**config.mk**
```make
export PLATFORM = sky130hd
export DESIGN_NAME = mem_arbiter
export DESIGN_NICKNAME = d
export VERILOG_FILES = /design/src/rtl/mem_arbiter_pkg.sv /design/src/rtl/mem_arb_priority.sv /design/src/rtl/mem_arbiter.sv
export SDC_FILE = /design/constraint.sdc
export NUM_CORES = 1
export LEC_CHECK = 0
export ABC_AREA = 1
export CAP_MARGIN = 15
export CORE_ASPECT_RATIO = 0.5
export CORE_MARGIN = 1
export CORE_UTILIZATION = 41
export DETAILED_ROUTE_END_ITERATION = 8
export GPL_TIMING_DRIVEN = 0
export PLACE_DENSITY_LB_ADDON = 0.15
export SYNTH_ARGS = -nofsm -noshare
export SYNTH_HDL_FRONTEND = slang
export SYNTH_HIERARCHICAL = 1
export SYNTH_SLANG_ARGS = --single-unit
export TNS_END_PERCENT = 10
```
**constraint.sdc**
```tcl
create_clock -name clock -period 3.29 [get_ports clock]
set_clock_uncertainty 0.15 [all_clocks]
set_input_delay 0.329 -clock clock [delete_from_list [all_inputs] [get_ports clock]]
set_output_delay 0.329 -clock clock [all_outputs]
set_load 0.005 [all_outputs]
```
**src/rtl/mem_arbiter_pkg.sv**
```systemverilog
// Shared types and defaults for the single-port memory arbiter.
package mem_arbiter_pkg;

  localparam int unsigned AW_DEF         = 8;
  localparam int unsigned DW_DEF         = 16;
  localparam int unsigned STARVE_MAX_DEF = 3;
  // Wide enough for any STARVE_MAX in 1..15
  localparam int unsigned CNT_W          = 4;

  // Run sequencer states
  typedef enum logic [1:0] {
    ST_LOAD   = 2'd0,
    ST_START  = 2'd1,
    ST_RUN    = 2'd2,
    ST_HALTED = 2'd3
  } arb_state_e;

  // Owner of the read issued in the previous cycle
  typedef enum logic [1:0] {
    TAG_NONE = 2'd0,
    TAG_LD   = 2'd1,
    TAG_D    = 2'd2,
    TAG_I    = 2'd3
  } owner_tag_e;

  // Saturating increment for the fetch starvation counter
  function automatic logic [CNT_W-1:0] sat_inc(input logic [CNT_W-1:0] v,
                                                input logic [CNT_W-1:0] lim);
    return (v >= lim) ? lim : v + CNT_W'(1);
  endfunction

endpackage

```
**src/rtl/mem_arb_priority.sv**
```systemverilog
// Combinational grant selection: loader > data > fetch, with a starvation
// override that lets a long-refused fetch jump ahead of a data access.
module mem_arb_priority
  import mem_arbiter_pkg::*;
#(
  parameter int unsigned STARVE_MAX = STARVE_MAX_DEF
) (
  input  logic             ld_req,
  input  logic             d_req,
  input  logic             i_req,
  input  logic             cpu_en,
  input  logic [CNT_W-1:0] starve_cnt,
  output logic             ld_sel_c,
  output logic             d_sel_c,
  output logic             i_sel_c
);

  logic starve_hit;

  assign starve_hit = i_req & (starve_cnt == CNT_W'(STARVE_MAX));

  // One-hot grant; CPU ports are only eligible while the CPU is running
  always_comb begin
    ld_sel_c = 1'b0;
    d_sel_c  = 1'b0;
    i_sel_c  = 1'b0;
    if (ld_req) begin
      ld_sel_c = 1'b1;
    end else if (cpu_en) begin
      if (starve_hit) begin
        i_sel_c = 1'b1;
      end else if (d_req) begin
        d_sel_c = 1'b1;
      end else if (i_req) begin
        i_sel_c = 1'b1;
      end
    end
  end

endmodule

```
**src/rtl/mem_arbiter.sv**
```systemverilog
// Single-port SRAM arbiter and run sequencer for the 16-bit pipeline CPU.
// Grants are decided within the cycle; read data returns one cycle later
// to whichever requester issued the read.
module mem_arbiter
  import mem_arbiter_pkg::*;
#(
  parameter int unsigned AW         = AW_DEF,
  parameter int unsigned DW         = DW_DEF,
  parameter int unsigned STARVE_MAX = STARVE_MAX_DEF
) (
  input  logic          clock,
  input  logic          reset,
  input  logic          ld_req,
  input  logic          ld_we,
  input  logic [AW-1:0] ld_addr,
  input  logic [DW-1:0] ld_wdata,
  input  logic          ld_done,
  output logic          ld_gnt,
  output logic          ld_rvalid,
  output logic [DW-1:0] ld_rdata,
  input  logic          i_req,
  input  logic [AW-1:0] i_addr,
  output logic          i_gnt,
  output logic          i_rvalid,
  output logic [DW-1:0] i_rdata,
  input  logic          d_req,
  input  logic          d_we,
  input  logic [AW-1:0] d_addr,
  input  logic [DW-1:0] d_wdata,
  output logic          d_gnt,
  output logic          d_rvalid,
  output logic [DW-1:0] d_rdata,
  input  logic          cpu_halt,
  output logic          cpu_hold,
  output logic          cpu_start,
  output logic          stall,
  output logic          mem_en,
  output logic          mem_we,
  output logic [AW-1:0] mem_addr,
  output logic [DW-1:0] mem_wdata,
  input  logic [DW-1:0] mem_rdata
);

  arb_state_e       state_q;
  owner_tag_e       tag_q;
  logic [CNT_W-1:0] starve_q;
  logic             cpu_en;
  logic [DW-1:0]    ld_rdata_q;
  logic [DW-1:0]    d_rdata_q;
  logic [DW-1:0]    i_rdata_q;

  assign cpu_en = (state_q == ST_RUN);

  mem_arb_priority #(
    .STARVE_MAX (STARVE_MAX)
  ) u_priority (
    .ld_req     (ld_req),
    .d_req      (d_req),
    .i_req      (i_req),
    .cpu_en     (cpu_en),
    .starve_cnt (starve_q),
    .ld_sel_c   (ld_gnt),
    .d_sel_c    (d_gnt),
    .i_sel_c    (i_gnt)
  );

  // Steer the granted requester onto the SRAM port; idle bus is all zero
  always_comb begin
    mem_en    = 1'b0;
    mem_we    = 1'b0;
    mem_addr  = '0;
    mem_wdata = '0;
    if (ld_gnt) begin
      mem_en    = 1'b1;
      mem_we    = ld_we;
      mem_addr  = ld_addr;
      mem_wdata = ld_wdata;
    end else if (d_gnt) begin
      mem_en    = 1'b1;
      mem_we    = d_we;
      mem_addr  = d_addr;
      mem_wdata = d_wdata;
    end else if (i_gnt) begin
      mem_en    = 1'b1;
      mem_addr  = i_addr;
    end
  end

  // Pipeline stall whenever a CPU port waits; meaningless while frozen
  assign stall = ~cpu_hold & ((i_req & ~i_gnt) | (d_req & ~d_gnt));

  // Read data is routed straight from the SRAM in the cycle after the grant
  assign ld_rvalid = (tag_q == TAG_LD);
  assign d_rvalid  = (tag_q == TAG_D);
  assign i_rvalid  = (tag_q == TAG_I);
  assign ld_rdata  = ld_rvalid ? mem_rdata : ld_rdata_q;
  assign d_rdata   = d_rvalid  ? mem_rdata : d_rdata_q;
  assign i_rdata   = i_rvalid  ? mem_rdata : i_rdata_q;

  // Run sequencer: load -> start pulse -> run -> halted -> start ...
  always_ff @(posedge clock) begin
    if (reset) begin
      state_q   <= ST_LOAD;
      cpu_hold  <= 1'b1;
      cpu_start <= 1'b0;
    end else begin
      cpu_start <= 1'b0;
      case (state_q)
        ST_LOAD, ST_HALTED: begin
          if (ld_done) begin
            state_q   <= ST_START;
            cpu_hold  <= 1'b0;
            cpu_start <= 1'b1;
          end
        end
        ST_START: begin
          state_q  <= ST_RUN;
          cpu_hold <= 1'b0;
        end
        ST_RUN: begin
          if (cpu_halt) begin
            state_q  <= ST_HALTED;
            cpu_hold <= 1'b1;
          end
        end
        default: begin
          state_q  <= ST_LOAD;
          cpu_hold <= 1'b1;
        end
      endcase
    end
  end

  // Count consecutive refused fetches while running
  always_ff @(posedge clock) begin
    if (reset) begin
      starve_q <= '0;
    end else if (i_gnt || !i_req) begin
      starve_q <= '0;
    end else if (cpu_en) begin
      starve_q <= sat_inc(starve_q, CNT_W'(STARVE_MAX));
    end
  end

  // Remember who owns the read issued this cycle
  always_ff @(posedge clock) begin
    if (reset) begin
      tag_q <= TAG_NONE;
    end else if (mem_en && !mem_we) begin
      if (ld_gnt) begin
        tag_q <= TAG_LD;
      end else if (d_gnt) begin
        tag_q <= TAG_D;
      end else begin
        tag_q <= TAG_I;
      end
    end else begin
      tag_q <= TAG_NONE;
    end
  end

  // Hold each port's last delivered word between reads
  always_ff @(posedge clock) begin
    if (reset) begin
      ld_rdata_q <= '0;
      d_rdata_q  <= '0;
      i_rdata_q  <= '0;
    end else begin
      if (ld_rvalid) ld_rdata_q <= mem_rdata;
      if (d_rvalid)  d_rdata_q  <= mem_rdata;
      if (i_rvalid)  i_rdata_q  <= mem_rdata;
    end
  end

endmodule

```
### Yosys cells after proc, flatten, opt, wreduce, memory -nomap -nowiden

Index checks and enable logic that the tools add are counted.
Widths: inputs -> output; s select.

* mux-type cells: 33
* reductions and logical operators: 11
* bitwise operators: 10
* shift operators: 0
* multipliers: 0
* equality and inequality tests: 9
* $add $sub $neg: 1
* div/mod/pow operators: 0
* $lt $le $gt $ge: 1

Operators with widths (count)
* $mux 16: 5
* $mux 8: 3
* $mux 1: 20
* $eq 2x2->1 const B: 4
* $reduce_or 2->1: 4
* $pmux 2 s3: 1
* $not 1->1: 5
* $add 4x1->4 const B: 1
* $and 1x1->1: 4
* $eq 2x1->1 const B: 2
* $eq 4x2->1 const B: 1
* $ge 4x2->1 const B: 1
* $mux 2: 2
* $mux 4: 1
* $ne 2x2->1 const B: 2
* $pmux 1 s3: 1
* $reduce_or 3->1: 1
* $logic_not 1->1: 2
* $logic_not 2->1: 1
* $reduce_and 2->1: 1
* $logic_and 1x1->1: 1
* $logic_or 1x1->1: 1
* $or 1x1->1: 1

* memories kept: 0
* bits of input ports: 81
* memory bits (read-only): 0
* bits in writable memories: 0
* latch bits: 0
* flip-flop bits (word level): 58
* output and inout port bits: 83

### Depth between registers and ports, before layout

* depth after elaboration: 11
* depth in mapped cells: 10
* gate-level depth less buffers: 10

### By module

Netlist, hierarchy kept.

By module, submodules not included
* mem_arbiter: seq. area each 1161.1 um2, area each 2821.5 um2, cells an instance 435, instances 1
* mem_arb_priority: seq. area each 0.0 um2, area each 65.1 um2, cells an instance 13, instances 1

### Worst setup path after synthesis

Ideal clock, no wire load.

* path kind: register to output
* from: register state_q[0]
* to: output port mem_wdata[0]
* arrival time: 1493 ps
* path slack: 1318 ps
* path buffers: 1
* cell stages (with the launch flop): 9
* cells stage by stage: dfxtp_1 inv_1 ha_1 nand2_1 nor2_1 inv_1 nor2_4 buf_4 a22o_1

* word-level cells in the longest chain between the ends: 5

Ends and longest elaborated chain
* start, declared: line mem_arbiter.sv:44 `arb_state_e state_q;`
* start signal, assigned: line mem_arbiter.sv:103 `state_q <= ST_LOAD;`
* start signal, assigned: line mem_arbiter.sv:111 `state_q <= ST_START;`
* start signal, assigned: line mem_arbiter.sv:117 `state_q <= ST_RUN;`
* $eq 2x2->1: line mem_arbiter.sv:52 `assign cpu_en = (state_q == ST_RUN);`
* named net cpu_en: line mem_arbiter.sv:47 `logic cpu_en;`
* $mux 1: line mem_arb_priority.sv:29 `end else if (cpu_en) begin`
* $mux 1: line mem_arb_priority.sv:27 `if (ld_req) begin`
* named net d_gnt: line mem_arbiter.sv:30 `output logic d_gnt,`
* $mux 16: line mem_arbiter.sv:78 `end else if (d_gnt) begin`
* $mux 16: line mem_arbiter.sv:73 `if (ld_gnt) begin`
* end, declared: line mem_arbiter.sv:40 `output logic [DW-1:0] mem_wdata,`

The timed path passes the listed nets, and every way through them passes these cells.

### Final worst setup path

* from: register state_q[1]
* to: output port mem_addr[2]

* word-level cells in the longest chain between the ends: 6

Ends and longest elaborated chain
* $eq 2x2->1 (*): line mem_arbiter.sv:52
* named net cpu_en: line mem_arbiter.sv:47
* $mux 1: line mem_arb_priority.sv:29
* $mux 1: line mem_arb_priority.sv:27
* $mux 8: line mem_arbiter.sv:83 `end else if (i_gnt) begin`
* $mux 8 (*): line mem_arbiter.sv:78
* $mux 8 (*): line mem_arbiter.sv:73
* end, declared: line mem_arbiter.sv:39 `output logic [AW-1:0] mem_addr,`

Mark *: on every way through the listed nets, which the timed path passes. The rest lies on a longest branch.

==> run metrics <==
status=complete, no violations; via count=3223; final setup margin=0.241 ns; RePlAce Congestion=0.796; Syn Std Cell Area=2890 um^2; total clock sinks=58; VDD IR max=280 uV; Slew @ Worst Pin=0.548 ns; commonest non-fill, non-tap cell in the layout=clkdlybuf4s50_1; Post-Place Cell Area=4620 um^2; worst-case clock buffer depth=2; die height=61.3 um; post-synthesis sequential area ratio=40.2%; Hold Slack=0.212 ns; fraction of power spent switching nets=26.8%; worst setup path category=flop to output port; # diodes=0; fin crit share=92.7%; final instance area=4890 um^2; Yosys top cell area share=40.2%; number of synthesized flops with an enable pin=0; worst path required time=2.81 ns; async set-reset flop share out of synthesis=0%; die area=7400 um^2; number of vias per cell=4.49; initial antenna violation count=0; Final Hold Vio Count=0; Pwr Density=461 nW/um^2; P_sw=0.605 mW; Fill cells=579; GRT Total Usage=24.8%; Worst-Skew Late Latency=0.32 ns; Clock power frac=36.0%; synthesis-to-layout area growth=69.5%; Die Wd=121 um; internal power=1.65 mW; final WL=8730 um; leakage power=2.57 nW; root buf cell=clkbuf_16; Fmax achieved=0.328 GHz; Power, Total=2.26 mW; WL/cell=12.2 um; CTS tree=done; FF+latch count, synth=58; Nets=705; Synth area leaders=dfxtp_1, inv_1, nand2_1, o21ai_0, nor2_1; syn avg cell area=6.44 um^2; Reg clk slew, reported paths=0.05 ns; largest net degree at the start of global routing=11; Cell variety after synth=21; # Post-CTS Setup Buffers=0; Place WS=0.123 ns; Initial Util=42.7%; initial DRC count=150; share of post-route cells with drive strength above 1=6.39%; Worst Hold Class=input pin to flop; TritonRoute pass-1 iters=4; site row count=21; Fin Setup TNS=0 ns; RSZ-0062 raised after global routing=no; detailed placer's ending HPWL=6780 um; ys flop type=dfxtp_1; Overflow after GRT=0; Setup Viol. Count Final=0; Worst setup SP type=flop; max_cap viols=0; cell accounting for the most synthesized area=dfxtp_1; part of the power in combinational logic=29.0%; critical-path maximum fanout=10; DRC=0; Final Max Tran Viols=0; Max-slew headroom=63.5%; Core Area=6750 um^2; first-pass GRT wire length=14000 um; H-tree depth=3; Ys Warns=6; post-route minimum period=3.05 ns; Mapped Cells=448; CP Capture Type=output port; port bufs=162; most frequent cells in the layout=clkdlybuf4s50_1, inv_1, nand2_1; vias in the first global route=3024; DRT antenna net count=0; Reg power frac=35.0%; total CTS buffers=9; syn nets=532; Ports=164; Arrival @ worst endpoint=2.57 ns
-- per-layer routing --
layer	part of all wire [%]	vias up	GRT usage (%)
met3	6.2	12	8.33
met5	0	-	0
met1	44	1439	28.0
li1	-	1679	-
met2	49	93	45.8
met4	1.3	0	7.76
-- flip-flops by register name, summed over array words and instances (netlist names) --
| name | count |
|---|---|
| d_rdata_q | 16 |
| i_rdata_q | 16 |
| ld_rdata_q | 16 |
| starve_q | 4 |
| state_q | 2 |
| tag_q | 2 |
| cpu_hold | 1 |
| cpu_start | 1 |
-- power by group through the flow --
stage | clock, mW | sequential, mW | combinational (mW)
final | 0.812 | 0.791 | 0.654
after global routing | 0.862 | 0.797 | 0.731
after CTS | 0.824 | 0.791 | 0.654
after detailed placement | 0 | 0.802 | 0.649
after global placement | 0 | 0.801 | 0.642
after floorplan | 0 | 0.798 | 0.286
-- timing repair --
item                                    in CTS  in global routing
gates resized for setup                      0                  2
hold buffers                                 0                  0
endpoints found under the setup margin       0                  8
-- per-stage QoR --
| step | std cells | util (%) |
|---|---|---|
| final | 718 | 72.5 |
| after detailed placement | 702 | 68.5 |
| after global placement | 702 | 68.5 |
| after CTS | 718 | 72.4 |
| after global routing | 718 | 72.5 |
| after floorplan | 448 | - |
-- area by class of cell --
type	count	area, um^2	share of cell area [%]
Clock inverter	3	15.0	0.307
Inverter	118	443	9.05
Sequential cell	58	1160	23.7
Clock buffer	13	250	5.11
Tap cell	92	115	2.35
Buffer	21	110	2.25
Timing Repair Buffer	162	1620	33.1
Multi-Input combinational cell	251	1180	24.1
-- synth_stat cells, types with 2 or more instances --
master,number
a21oi_2,2
nor2_2,2
buf_4,4
nand2_1,87
ha_1,3
clkbuf_1,4
nor2_1,63
a21oi_1,3
dfxtp_1,58
inv_1,117
buf_2,12
a22o_1,16
nand3_1,21
o21ai_0,49
-- cells by family after synthesis --
family | count (synthesis) | share of synthesized area (%)
fa+ha+maj | 3 | 1.30
simple gates | 177 | 24.6
flops | 58 | 40.2
compound gates | 71 | 14.7
buf+inv | 139 | 19.2
-- critical path, stage by stage, from the launching register on --
cell and delay, ns:
dfxtp_1 0.36, ha_1 0.29, nand2_1 0.13, nor2_2 0.24, inv_1 0.12, nor2_4 0.19, buf_4 0.22, nand2_1 0.07
nand3_1 0.10, clkdlybuf4s50_1 0.53
-- final timing paths --
| check | startpoint | endpoint | slack (ns) | cells after the start |
|---|---|---|---|---|
| worst max-delay path | state_q[1] | mem_addr[2] | 0.24 | 9 |
| worst max register to register | state_q[1] | tag_q[0] | 1.43 | 7 |
| worst min register to register | starve_q[2] | starve_q[2] | 0.32 | 2 |
| worst min-delay path | reset | tag_q[0] | 0.21 | 4 |
No activity file was read; power rests on OpenSTA's default activity.
